**src/rtl/keypad_scanner.sv**
```systemverilog
// keypad_scanner: scans a 4x4 active-low matrix keypad, debounces the
// selected key and produces an 8-bit key code with a held `pressed` level
// and a one-cycle `key_valid` pulse for the calculator FSM.
module keypad_scanner #(
  parameter int SCAN_DIV       = 1000,
  parameter int DEBOUNCE_SCANS = 8
) (
  input  logic       clk,
  input  logic       rst,
  input  logic [3:0] col,
  output logic [3:0] row,
  output logic [7:0] key_code,
  output logic       pressed,
  output logic       key_valid
);

  localparam int DIV_W = $clog2(SCAN_DIV);
  // Count wide enough for DEBOUNCE_SCANS+1 (release needs one extra sample).
  localparam int CNT_W = $clog2(DEBOUNCE_SCANS + 2);

  localparam logic [DIV_W-1:0] DIV_LAST    = DIV_W'(SCAN_DIV - 1);
  localparam logic [CNT_W-1:0] PRESS_CNT   = CNT_W'(DEBOUNCE_SCANS);
  localparam logic [CNT_W-1:0] RELEASE_CNT = CNT_W'(DEBOUNCE_SCANS + 1);

  typedef enum logic [1:0] {
    SCAN     = 2'd0,
    DEBOUNCE = 2'd1,
    HELD     = 2'd2
  } state_t;

  state_t           state_q;
  logic [DIV_W-1:0] div_q;
  logic [DIV_W-1:0] div_d;
  logic [CNT_W-1:0] cnt_q;
  logic [CNT_W-1:0] cnt_d;
  logic [3:0]       row_q;
  logic [3:0]       colLatch_q;
  logic [7:0]       code_q;
  logic             pressed_q;
  logic             valid_q;
  logic             sample;
  logic             singleLow;
  logic [7:0]       encoded;

  // Position of the single low bit in a row or column pattern.
  function automatic logic [1:0] lowIndex(input logic [3:0] p);
    logic [1:0] idx;
    case (p)
      4'b1110: idx = 2'd0;
      4'b1101: idx = 2'd1;
      4'b1011: idx = 2'd2;
      default: idx = 2'd3;
    endcase
    return idx;
  endfunction

  // Keypad legend: digits map to their value, operators carry 4'hF upper
  // nibble, '=' is E0 and 'C' is C0.
  function automatic logic [7:0] encodeKey(input logic [1:0] r, input logic [1:0] c);
    logic [7:0] code;
    case ({r, c})
      4'b00_00: code = 8'h01;
      4'b00_01: code = 8'h02;
      4'b00_10: code = 8'h03;
      4'b00_11: code = 8'hF0;
      4'b01_00: code = 8'h04;
      4'b01_01: code = 8'h05;
      4'b01_10: code = 8'h06;
      4'b01_11: code = 8'hF1;
      4'b10_00: code = 8'h07;
      4'b10_01: code = 8'h08;
      4'b10_10: code = 8'h09;
      4'b10_11: code = 8'hF2;
      4'b11_00: code = 8'hC0;
      4'b11_01: code = 8'h00;
      4'b11_10: code = 8'hE0;
      4'b11_11: code = 8'hF3;
    endcase
    return code;
  endfunction

  // Sample strobe, divider advance, candidate count and the code of the
  // latched key; a pattern with more than one low column is never accepted.
  always_comb begin
    sample    = (div_q == DIV_LAST);
    div_d     = sample ? '0 : div_q + 1'b1;
    cnt_d     = cnt_q + 1'b1;
    singleLow = (col == 4'b1110) || (col == 4'b1101) ||
                (col == 4'b1011) || (col == 4'b0111);
    encoded   = encodeKey(lowIndex(row_q), lowIndex(colLatch_q));
  end

  // Free-running row-period divider.
  always_ff @(posedge clk) begin
    if (rst) begin
      div_q <= '0;
    end else begin
      div_q <= div_d;
    end
  end

  // Scan / debounce / hold FSM with registered outputs. On release the first
  // all-high sample plays the role the detecting sample plays on press, so
  // both edges take DEBOUNCE_SCANS row periods after the first changed sample.
  always_ff @(posedge clk) begin
    if (rst) begin
      state_q    <= SCAN;
      row_q      <= 4'b1110;
      colLatch_q <= 4'hF;
      cnt_q      <= '0;
      code_q     <= 8'hFF;
      pressed_q  <= 1'b0;
      valid_q    <= 1'b0;
    end else begin
      valid_q <= 1'b0;
      if (sample) begin
        unique case (state_q)
          SCAN: begin
            if (singleLow) begin
              colLatch_q <= col;
              cnt_q      <= '0;
              state_q    <= DEBOUNCE;
            end else begin
              row_q <= {row_q[2:0], row_q[3]};
            end
          end
          DEBOUNCE: begin
            if (col == colLatch_q) begin
              if (cnt_d == PRESS_CNT) begin
                code_q    <= encoded;
                pressed_q <= 1'b1;
                valid_q   <= 1'b1;
                cnt_q     <= '0;
                state_q   <= HELD;
              end else begin
                cnt_q <= cnt_d;
              end
            end else begin
              cnt_q   <= '0;
              state_q <= SCAN;
            end
          end
          HELD: begin
            if (col == 4'hF) begin
              if (cnt_d == RELEASE_CNT) begin
                code_q    <= 8'hFF;
                pressed_q <= 1'b0;
                cnt_q     <= '0;
                state_q   <= SCAN;
              end else begin
                cnt_q <= cnt_d;
              end
            end else begin
              cnt_q <= '0;
            end
          end
          default: begin
            cnt_q   <= '0;
            state_q <= SCAN;
          end
        endcase
      end
    end
  end

  assign row       = row_q;
  assign key_code  = code_q;
  assign pressed   = pressed_q;
  assign key_valid = valid_q;

endmodule

```
**config.mk**
```make
export PLATFORM = sky130hd
export DESIGN_NAME = keypad_scanner
export DESIGN_NICKNAME = d
export VERILOG_FILES = /design/src/rtl/keypad_scanner.sv
export SDC_FILE = /design/constraint.sdc
export NUM_CORES = 1
export LEC_CHECK = 0
export CORE_MARGIN = 5
export CORE_UTILIZATION = 36
export DETAILED_ROUTE_END_ITERATION = 10
export PLACE_DENSITY = 0.57
export SLEW_MARGIN = 25
export SYNTH_ARGS = -nofsm -noshare
export SYNTH_HDL_FRONTEND = slang
export SYNTH_SLANG_ARGS = --single-unit
```
**constraint.sdc**
```tcl
create_clock -name clk -period 5.4 [get_ports clk]
set_clock_uncertainty 0.05 [all_clocks]
set_input_delay 0.81 -clock clk [delete_from_list [all_inputs] [get_ports clk]]
set_output_delay 0.81 -clock clk [all_outputs]
set_load 0.01 [all_outputs]
```
-- Word-level counts from Yosys, hierarchy flattened
Memories as Yosys holds them, arrays and structs flattened.
Index checks and enable logic that the tools add are counted.
- bits in registers: 34
- memory bits (read-only): 128
- output and inout bits: 14
- memories: 1
- memories (memory ; depth ; bits a word ; rd ports ; clocked after Yosys merged registers in ; write ports ; line ; text):
    (no name shown) ; 16 ; 8 ; 1 ; 0 ; 0 ; 61 ; case ({r, c})
- add/sub/neg operators: 2
- equality and inequality tests: 23
- mux-type cells: 25
- bitwise logic cells: 4
- reduce and logical (&&, ||, !) cells: 12
- operator list (kind ; count):
    == test 4 bit, second input constant ; 12
    two-way mux 8 bit ; 4
    two-way mux 4 bit ; 5
    one-hot mux 2 bit (3 select lines) ; 3
    one-hot mux 8 bit (2 select lines) ; 1
    one-hot mux 4 bit (3 select lines) ; 1
    adder 10 x 1 -> 10 bit, second input constant ; 1
    == test 10 bit, second input constant ; 1
    two-way mux 2 bit ; 5
    inequality test 2 bit, second input constant ; 5
    AND reduction 3 bit ; 2
    AND reduction 6 bit ; 1
    two-way mux 1 bit ; 5
    AND reduction 5 bit ; 1
    adder 4 x 1 -> 4 bit, second input constant ; 1
    == test 4 x 3 -> 1 bit, second input constant ; 1
    == test 4 bit ; 1
    NOT 1 bit ; 4
    OR reduction 4 bit ; 1
    logical OR 1 bit ; 3
    inequality test 3 bit, second input constant ; 1
    == test 2 x 1 -> 1 bit, second input constant ; 1
    == test 2 bit, second input constant ; 1
    logical NOT 2 bit ; 1
    4 further kinds ; 4

-- Depth between registers and ports, before layout
Gate-level depths: netlist of run 1.
- depth in word-level cells: 6
- depth in mapped cells: 7

-- Least setup slack after synthesis of run 1
No wires, ideal clock.
- path kind: input to register
- from: in col[3]
- to: reg code_q[4] (netlist: key_code[4])
- library setup time: 121 ps
- arrival time: 2164 ps
- required time: 5229 ps
- setup slack: 3065 ps
- cell stages on the path: 5
- buffers on the path: 0
- path through: xor2_1 nor4_2 a21boi_2 a211oi_4 mux2_4
- cells in the longest elaborated chain, start to end: 3
- ends and longest elaborated chain (item ; line ; text):
    from (decl) ; 10 ; input logic [3:0] col,
    == test 4 bit, on equally long branches ; 128, 144 ;
    inequality test 2 bit (no source line) ; - ;
    AND reduction 6 bit (no source line) * ; - ;
    to (signal assigned) ; 130 ; code_q <= encoded;
    to (decl) ; 38 ; logic [7:0] code_q;
Mark *: on every way between the ends. The rest lies on a longest branch, timed or not.
A chain may end at the register's enable or synchronous reset.

-- Final worst setup path of run 1
Ends and elaborated chain as after synthesis.

==> metrics.csv, run 1 <==
metric;value;unit
proportion of layout cells with a drive suffix above 1;0.1174;
register-to-register setup slack;3.05;ns
number of endpoints with negative hold slack in the final report;0;
register share of total power;0.485;
clock share of power;0.473;
number of buffers inserted by post-CTS setup repair;0;
kind of path behind the tightest hold check;reg -> reg;
number of cell instances on the worst register-to-register path;6;
Crit Reg-Reg Startpoint;div_q[0];
Clk Latency, worst-skew pair;0.28;ns
all-layer global routing usage;0.1274;
initial antenna violation count;0;
Seq cells post-synth;33;
Sum Neg Setup Slack;0;ns
min setup slack post-route;2.636;ns
result of the run;complete, no violations;
H-tree depth;2;
Routability Congestion;0.7776;
count of vias placed by the detailed router;1505;
Max FO, Critical Path;8;
vias in the first global route;1448;
Area growth syn-to-layout;18.60;%
leading cell type in the layout, fill and taps excluded;sky130_fd_sc_hd__dfxtp_1;
overflow left after global routing;0;
Slew HR;0.5306;
placed insts;292;
mean area per synthesized cell;9.032;µm²
mean number of vias per cell;5.017;
wire length of the first global-routing pass;6.699;mm
number of nets in the finished design;243;
proportion of synthesized chip area in sequential cells;0.3483;
iteration-0 DRC count of the detailed router;72;
class of the most critical setup path;in -> reg;
number of nets produced by synthesis;224;
PostCTS Resize Cnt;0;
maximum number of pins on one net before global-route repair;18;
Critical path origin;col[3];
fraction of power spent switching nets;0.2060;
count of hold buffers inserted by post-cts repair;0;
number of buffers created by CTS;5;
worst slack on hold paths;0.4110;ns
worst voltage drop across the vdd grid;146.0;µV
first-pass iteration count of the detailed router;4;
endpoint of the most critical setup path;key_code[4];
type of destination of the critical path;flop;
max-capacitance violation count;0;
number of library cell types mapped by synthesis;54;
ports placed on the boundary;20;
buffer depth of the longest clock path;2;
clock-pin slew on the worst setup and hold paths;0.07;ns
Setup crit start kind;input pin;
count of buffers from port buffering;19;
setup slack at placement;2.332;ns
Final Critical Period;2.764;ns
Storage cell area;660.6;µm²
Final HPWL DP;2.921;mm
share of the clock period used by the worst path;0.5118;
Async S/R FF share, synth;0;
Highest Clock Rate;361.8;MHz
number of pins with negative max-slew slack in the final report;0;
initial core utilization;0.3714;
number of synthesized flops with an enable pin;0;
Synthesis Warnings;0;
Layout Cell Area excl Fill;2250;µm²
dominant synthesized flop cell;sky130_fd_sc_hd__dfxtp_1;
gate count after technology mapping;210;
number of nets with antenna violations after detailed routing;0;
wire length per cell;13.07;µm
part of the power in combinational logic;0.042;
die area;6820;µm²
setup violators final;0;
count of non-filler cells in the finished layout;300;
Core Box Area;5107;µm²
multi-input logic area;1157;µm²
required time at the endpoint of the critical path;5.52;ns
number of rows created at floorplan;26;
TritonCTS clock tree;yes;
capture point of the worst reg-to-reg path;key_code[4];
LEAKAGE;0.0008274;µW
cell-internal power;404.2;µW
area after detailed placement;2133;µm²
Antenna Cells;0;
width of the chip;82.59;µm
worst slew pin tran;0.6982;ns
total power divided by cell area;226.3;nW/µm²
Switching Power;104.9;µW
data arrival time of the critical path;2.88;ns
DRC Markers;0;
post-synthesis cell area;1897;µm²
RSZ-0062 raised after global routing;false;
drt total wl;3.921;mm
Die H;82.59;µm
Sinks on Clock Net;33;
count of filler cells inserted in the layout;538;
most frequent cells in the layout;sky130_fd_sc_hd__dfxtp_1, sky130_fd_sc_hd__nand2_1, sky130_fd_sc_hd__clkdlybuf4s50_1;
clock tree root driver cell;sky130_fd_sc_hd__clkbuf_8;
-- layer usage --
layer | track usage | up-vias | wire (µm)
li1 | - | 796 | -
met1 | 0.1647 | 690 | 2036
met2 | 0.2067 | 15 | 1718
met3 | 0.03362 | 4 | 130
met4 | 0.03922 | 0 | 35
met5 | 0 | - | 0
-- cells by family after synthesis --
family	Yosys count	synth area share
AND/OR/NAND/NOR	87	0.2566
AO/OA/AOI/OAI	40	0.1748
flip-flops	33	0.3483
buffers and inverters	17	0.04155
XOR/XNOR	14	0.06465
multiplexers	11	0.06134
adder cells (fa/ha/maj)	8	0.05277
-- flip-flops by register name, summed over array words and instances, names as in the netlist --
name and flops:
div_q 10, key_code 7, cnt_q 4, colLatch_q 4
row 4, state_q 2, key_valid 1, pressed 1
-- Yosys cell counts (2+ instances only) --
cell,instances,area share
sky130_fd_sc_hd__nand4_1,2,0.0066
sky130_fd_sc_hd__buf_4,2,0.0079
sky130_fd_sc_hd__xnor2_1,3,0.014
sky130_fd_sc_hd__inv_1,10,0.020
sky130_fd_sc_hd__o21a_1,2,0.0079
sky130_fd_sc_hd__nand4b_1,6,0.028
sky130_fd_sc_hd__nand2b_1,3,0.0099
sky130_fd_sc_hd__o32a_2,3,0.018
sky130_fd_sc_hd__mux2i_1,9,0.047
sky130_fd_sc_hd__nor4_2,2,0.013
sky130_fd_sc_hd__or3_1,2,0.0066
sky130_fd_sc_hd__nor3b_1,2,0.0079
sky130_fd_sc_hd__nand3_1,14,0.037
sky130_fd_sc_hd__or2_2,4,0.013
sky130_fd_sc_hd__a21oi_1,4,0.011
sky130_fd_sc_hd__dfxtp_1,33,0.35
sky130_fd_sc_hd__nand2_1,23,0.046
sky130_fd_sc_hd__clkbuf_1,4,0.0079
sky130_fd_sc_hd__o21ai_0,4,0.011
sky130_fd_sc_hd__nor2_1,13,0.026
sky130_fd_sc_hd__nand3b_1,2,0.0079
sky130_fd_sc_hd__o31ai_1,2,0.0079
sky130_fd_sc_hd__a221oi_1,2,0.0092
sky130_fd_sc_hd__ha_1,8,0.053
sky130_fd_sc_hd__o211ai_1,3,0.012
sky130_fd_sc_hd__and2_1,2,0.0066
sky130_fd_sc_hd__a2bb2oi_1,3,0.014
sky130_fd_sc_hd__nor3_1,2,0.0053
sky130_fd_sc_hd__and3_1,3,0.0099
sky130_fd_sc_hd__xor2_1,11,0.051
sky130_fd_sc_hd__a31oi_1,4,0.013
-- per-stage QoR --
stage | power [µW] | util
after floorplan | 265.7 | -
after global placement | 274.3 | 0.4177
after detailed placement | 274.1 | 0.4177
after CTS | 517.6 | 0.4405
after global routing | 531.3 | 0.4405
final | 509.1 | 0.4405
-- cell type report --
class	instances	area share
multi-input cells	160	0.5145
well taps	70	0.03893
repair buffers	19	0.08454
flip-flops and latches	33	0.2937
clock buffers	7	0.03838
inverters	10	0.01669
clock inverters	1	0.01335
-- critical path, stage by stage --
cell,delay (ns)
sky130_fd_sc_hd__clkdlybuf4s50_1,0.52
sky130_fd_sc_hd__xor2_1,0.20
sky130_fd_sc_hd__nor4_2,0.47
sky130_fd_sc_hd__a21boi_2,0.14
sky130_fd_sc_hd__a211oi_4,0.41
sky130_fd_sc_hd__mux2_4,0.33
-- how the worst min path moves through the flow --
| stage | depth (start not counted) | end | slack (ns) | startpoint |
|---|---|---|---|---|
| after CTS | 1 | div_q[0] | 0.42 | div_q[0] |
| after global placement | 1 | div_q[0] | 0.40 | div_q[0] |
| after detailed placement | 1 | div_q[0] | 0.40 | div_q[0] |
| after floorplan | 1 | div_q[0] | 0.38 | div_q[0] |
| final | 1 | div_q[0] | 0.41 | div_q[0] |
| after global routing | 2 | div_q[9] | 0.45 | div_q[9] |
-- power by group through the flow --
stage          Combinational [µW]  Sequential, µW  Clock [µW]
6_report                     21.2             247         241
5_1_grt                      23.5             247         260
4_1_cts                      21.5             247         249
3_5_place_dp                 21.4             253           0
3_3_place_gp                 21.6             253           0
2_1_floorplan                13.5             252           0
(Power assumes the default switching activity.)
==> inputs of run 2 (changes only) <==
--- a/config.mk
+++ b/config.mk
@@ -8,7 +8,7 @@
 export CORE_MARGIN = 5
 export CORE_UTILIZATION = 36
 export DETAILED_ROUTE_END_ITERATION = 10
-export PLACE_DENSITY = 0.57
+export PLACE_DENSITY = 0.59
 export SLEW_MARGIN = 25
 export SYNTH_ARGS = -nofsm -noshare
 export SYNTH_HDL_FRONTEND = slang
==> constraint.sdc (replaced) <==
create_clock -name clk -period 2.5 [get_ports clk]
set_clock_uncertainty 0.05 [all_clocks]
set_input_delay 0.375 -clock clk [delete_from_list [all_inputs] [get_ports clk]]
set_output_delay 0.375 -clock clk [all_outputs]
set_load 0.01 [all_outputs]
==> metrics.csv, run 2 (same netlist as run 1, synthesis figures left out) <==
metric;value;unit;change
result of the run;complete, no violations;;
proportion of layout cells with a drive suffix above 1;0.1398;;+0.02244
ports placed on the boundary;20;;unchanged
buffer depth of the longest clock path;2;;unchanged
share of the clock period used by the worst path;0.8678;;
maximum number of pins on one net before global-route repair;12;;-6
class of the most critical setup path;reg -> reg;;
Antenna Cells;0;;unchanged
kind of path behind the tightest hold check;reg -> reg;;
width of the chip;82.59;µm;unchanged
TritonCTS clock tree;yes;;
worst voltage drop across the vdd grid;301.9;µV;+110%
Final Critical Period;2.170;ns;
max-capacitance violation count;0;;unchanged
Max FO, Critical Path;8;;unchanged
number of nets in the finished design;249;;+2.5%
vias in the first global route;1544;;+6.6%
overflow left after global routing;0;;unchanged
Final HPWL DP;3.062;mm;+4.8%
number of rows created at floorplan;26;;unchanged
number of nets with antenna violations after detailed routing;0;;unchanged
Highest Clock Rate;460.9;MHz;
initial core utilization;0.3714;;unchanged
iteration-0 DRC count of the detailed router;101;;+40%
Core Box Area;5107;µm²;unchanged
PostCTS Resize Cnt;0;;unchanged
number of pins with negative max-slew slack in the final report;0;;unchanged
clock-pin slew on the worst setup and hold paths;0.07;ns;about the same
largest register by flop count;div_q;;
drt total wl;4.063;mm;+3.6%
worst slack on hold paths;0.4155;ns;+0.004592 ns
first-pass iteration count of the detailed router;4;;unchanged
number of buffers inserted by post-CTS setup repair;0;;unchanged
type of destination of the critical path;flop;;
count of vias placed by the detailed router;1544;;+2.6%
die area;6820;µm²;unchanged
leading cell type in the layout, fill and taps excluded;sky130_fd_sc_hd__dfxtp_1;;
Routability Congestion;0.7741;;-0.45%
Sum Neg Setup Slack;0;ns;unchanged
wire length of the first global-routing pass;7.231;mm;+7.9%
H-tree depth;2;;unchanged
Setup crit start kind;flop;;
DRC Markers;0;;unchanged
all-layer global routing usage;0.1381;;+0.01071
RSZ-0062 raised after global routing;false;;
total power divided by cell area;430.4;nW/µm²;+90%
count of filler cells inserted in the layout;528;;-1.9%
clock tree root driver cell;sky130_fd_sc_hd__clkbuf_8;;
worst slew pin tran;0.5005;ns;-0.1977 ns
data arrival time of the critical path;2.33;ns;-0.55 ns
count of buffers from port buffering;19;;unchanged
Die H;82.59;µm;unchanged
setup violators final;0;;unchanged
Area growth syn-to-layout;19.20;%;
mean number of vias per cell;5.046;;+0.58%
number of buffers created by CTS;5;;unchanged
most frequent cells in the layout;sky130_fd_sc_hd__dfxtp_1, sky130_fd_sc_hd__nand2_1, sky130_fd_sc_hd__clkdlybuf4s50_1;;
Slew HR;0.6660;;+0.1353
wire length per cell;13.28;µm;+1.6%
number of flip-flops under the largest register name;10;;unchanged
initial antenna violation count;0;;unchanged
count of hold buffers inserted by post-cts repair;0;;unchanged
number of endpoints with negative hold slack in the final report;0;;unchanged
LEAKAGE;0.0008440;µW;+2.0%
required time at the endpoint of the critical path;2.67;ns;-2.85 ns
Clk Latency, worst-skew pair;0.29;ns;about the same
Sinks on Clock Net;33;;unchanged
-- run 2: changes by cell type in the layout (fill, tap and decap cells not counted) --
cell / change
sky130_fd_sc_hd__buf_4: +6
sky130_fd_sc_hd__clkinv_2: +2
sky130_fd_sc_hd__bufinv_16: -1
sky130_fd_sc_hd__clkbuf_8: -1
-- run 2: area by class of cell --
| cell class | instances | area [µm²] | area share |
|---|---|---|---|
| clock buffers | 6 | 72.57 | 0.03210 |
| well taps | 70 | 87.58 | 0.03874 |
| inverters | 10 | 37.54 | 0.01660 |
| multi-input cells | 160 | 1157 | 0.5119 |
| clock inverters | 2 | 10.01 | 0.004427 |
| flip-flops and latches | 33 | 660.6 | 0.2922 |
| repair buffers | 25 | 235.2 | 0.1040 |
-- run 2: path summary, 6_finish.rpt --
path	startpoint	endpoint	slack [ns]	cells past startpoint
worst max-delay path	div_q[0]	key_code[6]	0.33	7
worst min-delay path	div_q[0]	div_q[0]	0.42	1
worst max register to register	div_q[0]	key_code[6]	0.33	7
worst min register to register	div_q[0]	div_q[0]	0.42	1
-- run 2: stage by stage --
stage / setup slack (ns) / total power, µW / instance area [µm²] / utilization / std cells
after detailed placement: 0.07414 / 595.3 / 2178 / 0.4265 / 298
after floorplan: 0.3777 / 574.0 / 1897 / - / 210
after global placement: 0.1205 / 595.3 / 2178 / 0.4265 / 298
after CTS: 0.3133 / 993.0 / 2261 / 0.4427 / 306
after global routing: 0.1575 / 1020 / 2261 / 0.4427 / 306
final: 0.3304 / 973.0 / 2261 / 0.4427 / 306
-- run 2: worst max-delay path, stage by stage (launching register included) --
cell	delay, ns
sky130_fd_sc_hd__dfxtp_1	0.38
sky130_fd_sc_hd__ha_1	0.26
sky130_fd_sc_hd__or3b_4	0.43
sky130_fd_sc_hd__nor3_4	0.28
sky130_fd_sc_hd__o21ai_2	0.13
sky130_fd_sc_hd__a211oi_4	0.20
sky130_fd_sc_hd__buf_4	0.19
sky130_fd_sc_hd__mux2i_1	0.18
-- run 2: where the power goes --
group / internal, µW / switching [µW]
clock: 193 / 197
combinational: 20.9 / 28.3
sequential: 530 / 3.98
total: 743 / 230
-- run 2: per-layer routing --
metal  global-route usage  share of wire
met1               0.1808           0.51
met2               0.2188           0.44
met3              0.04555          0.045
met4              0.03431         0.0094
met5                    0              0
==> inputs of run 3 (changes only) <==
--- a/config.mk
+++ b/config.mk
@@ -6,9 +6,9 @@
 export NUM_CORES = 1
 export LEC_CHECK = 0
 export CORE_MARGIN = 5
-export CORE_UTILIZATION = 36
+export CORE_UTILIZATION = 50
 export DETAILED_ROUTE_END_ITERATION = 10
-export PLACE_DENSITY = 0.59
+export PLACE_DENSITY = 0.77
 export SLEW_MARGIN = 25
 export SYNTH_ARGS = -nofsm -noshare
 export SYNTH_HDL_FRONTEND = slang
==> metrics.csv, run 3 (same netlist as run 1, synthesis figures left out) <==
metric;value;unit;change
result of the run;complete, no violations;;
drt total wl;3.866;mm;-4.8%
Critical path origin;div_q[0];;
most frequent cells in the layout;sky130_fd_sc_hd__dfxtp_1, sky130_fd_sc_hd__nand2_1, sky130_fd_sc_hd__clkdlybuf4s50_1;;
Crit Reg-Reg Startpoint;div_q[0];;
required time at the endpoint of the critical path;2.67;ns;about the same
count of hold buffers inserted by post-cts repair;0;;unchanged
Antenna Cells;0;;unchanged
class of the most critical setup path;reg -> reg;;
die area;5125;µm²;-25%
Setup crit start kind;flop;;
number of cell instances on the worst register-to-register path;7;;unchanged
Core Box Area;3661;µm²;-28%
count of buffers from port buffering;19;;unchanged
clock-pin slew on the worst setup and hold paths;0.07;ns;about the same
maximum number of pins on one net before global-route repair;12;;unchanged
Storage cell area;660.6;µm²;unchanged
Routability Congestion;0.7559;;-2.4%
DRC Markers;0;;unchanged
Sinks on Clock Net;33;;unchanged
max incr delay on CP;0.43;ns;about the same
largest register by flop count;div_q;;
buffer depth of the longest clock path;2;;unchanged
all-layer global routing usage;0.1633;;+0.02514
vias in the first global route;1487;;-3.7%
Final Critical Period;2.187;ns;+0.01715 ns
Die H;71.59;µm;-13%
Power Total;1187;µW;+22%
setup violators final;0;;unchanged
number of nets with antenna violations after detailed routing;0;;unchanged
PostCTS Resize Cnt;0;;unchanged
RSZ-0062 raised after global routing;false;;
worst voltage drop across the vdd grid;373.1;µV;+24%
worst slew pin tran;0.4982;ns;-0.002371 ns
mean number of vias per cell;5.595;;+11%
number of buffers inserted by post-CTS setup repair;0;;unchanged
multi-input logic area;1157;µm²;unchanged
proportion of layout cells with a drive suffix above 1;0.1441;;+0.004237
count of vias placed by the detailed router;1589;;+2.9%
LEAKAGE;0.0008672;µW;+2.7%
Clk Latency, worst-skew pair;0.29;ns;about the same
ports placed on the boundary;20;;unchanged
endpoint of the most critical setup path;key_code[5];;
highest-delay cell along the critical path;sky130_fd_sc_hd__or3b_4;;
critical-path cell list;ha_1 -> or3b_4 -> nor3_4 -> o21ai_2 -> a211oi_4 -> buf_4 -> a2bb2oi_1;;
wire length of the first global-routing pass;6.686;mm;-7.5%
initial core utilization;0.5181;;+0.1467
Area growth syn-to-layout;20.45;%;
width of the chip;71.59;µm;-13%
overflow left after global routing;0;;unchanged
register-to-register setup slack;0.31;ns;-0.02 ns
leading cell type in the layout, fill and taps excluded;sky130_fd_sc_hd__dfxtp_1;;
Final HPWL DP;2.874;mm;-6.1%
H-tree depth;2;;unchanged
kind of path behind the tightest hold check;reg -> reg;;
share of the clock period used by the worst path;0.8747;;+0.006861
number of buffers created by CTS;5;;unchanged
count of filler cells inserted in the layout;309;;-41%
number of nets in the finished design;249;;unchanged
final core utilization;0.6241;;+0.1814
data arrival time of the critical path;2.36;ns;+0.03 ns
type of destination of the critical path;flop;;
total power divided by cell area;519.6;nW/µm²;+21%
Sum Neg Setup Slack;0;ns;unchanged
clock tree root driver cell;sky130_fd_sc_hd__clkbuf_8;;
Slew HR;0.6676;;+0.001583
number of rows created at floorplan;22;;-15%
Max FO, Critical Path;8;;unchanged
count of non-filler cells in the finished layout;284;;-7.2%
number of flip-flops under the largest register name;10;;unchanged
capture point of the worst reg-to-reg path;key_code[5];;
TritonCTS clock tree;yes;;
iteration-0 DRC count of the detailed router;74;;-27%
first-pass iteration count of the detailed router;4;;unchanged
max-capacitance violation count;0;;unchanged
Highest Clock Rate;457.3;MHz;-0.78%
initial antenna violation count;0;;unchanged
placed insts;276;;-7.4%
number of endpoints with negative hold slack in the final report;0;;unchanged
number of pins with negative max-slew slack in the final report;0;;unchanged
wire length per cell;13.61;µm;+2.5%
-- run 3: cell types whose count changed in the layout (fill, tap and decap cells not counted), sizes merged --
cell / previous run / this run
clkbuf: 6 / 5
bufinv: 0 / 2
clkinv: 2 / 1
-- run 3: area by class of cell --
cell class	instances	area share
multi-input cells	160	0.5066
clock inverters	3	0.02848
clock buffers	5	0.03012
well taps	48	0.02629
inverters	10	0.01643
repair buffers	25	0.1030
flip-flops and latches	33	0.2892
-- run 3: report_power, final --
part           leakage (µW)  internal, µW  switching (µW)
Clock             0.0000681           396             209
Combinational      0.000532          20.9            27.9
Sequential         0.000267           530            3.97
Total              0.000867           947             240
-- run 3: worst min-delay path by stage --
stage             start  cells past startpoint  endpoint
5_1_grt        div_q[0]                      1  div_q[0]
3_3_place_gp   div_q[0]                      1  div_q[0]
4_1_cts        div_q[0]                      1  div_q[0]
3_5_place_dp   div_q[0]                      1  div_q[0]
6_report       div_q[0]                      1  div_q[0]
2_1_floorplan  div_q[0]                      1  div_q[0]
-- run 3: worst max-delay path, delay by kind of cell, from the launching register on --
kind / cells / cell delay [ns]
AOI/OAI and AO/OA: 3 / 0.51
adders and majority gates: 1 / 0.26
buffers and inverters: 1 / 0.20
DFF: 1 / 0.37
and+or+nand+nor: 2 / 0.73
-- run 3: layer usage --
layer	wire [µm]	global-route usage
met1	1865	0.2118
met2	1717	0.2520
met3	212	0.04769
met4	72	0.06889
met5	0	0
-- run 3: stage by stage --
step                      worst slack [ns]  area, µm²  hold slack (ns)
after global placement              0.1578       2151           0.3951
final                               0.3133       2285           0.4130
after CTS                           0.3233       2285           0.4169
after global routing                0.1710       2285           0.4541
after detailed placement            0.1300       2151           0.4009
after floorplan                     0.3777       1897           0.3802
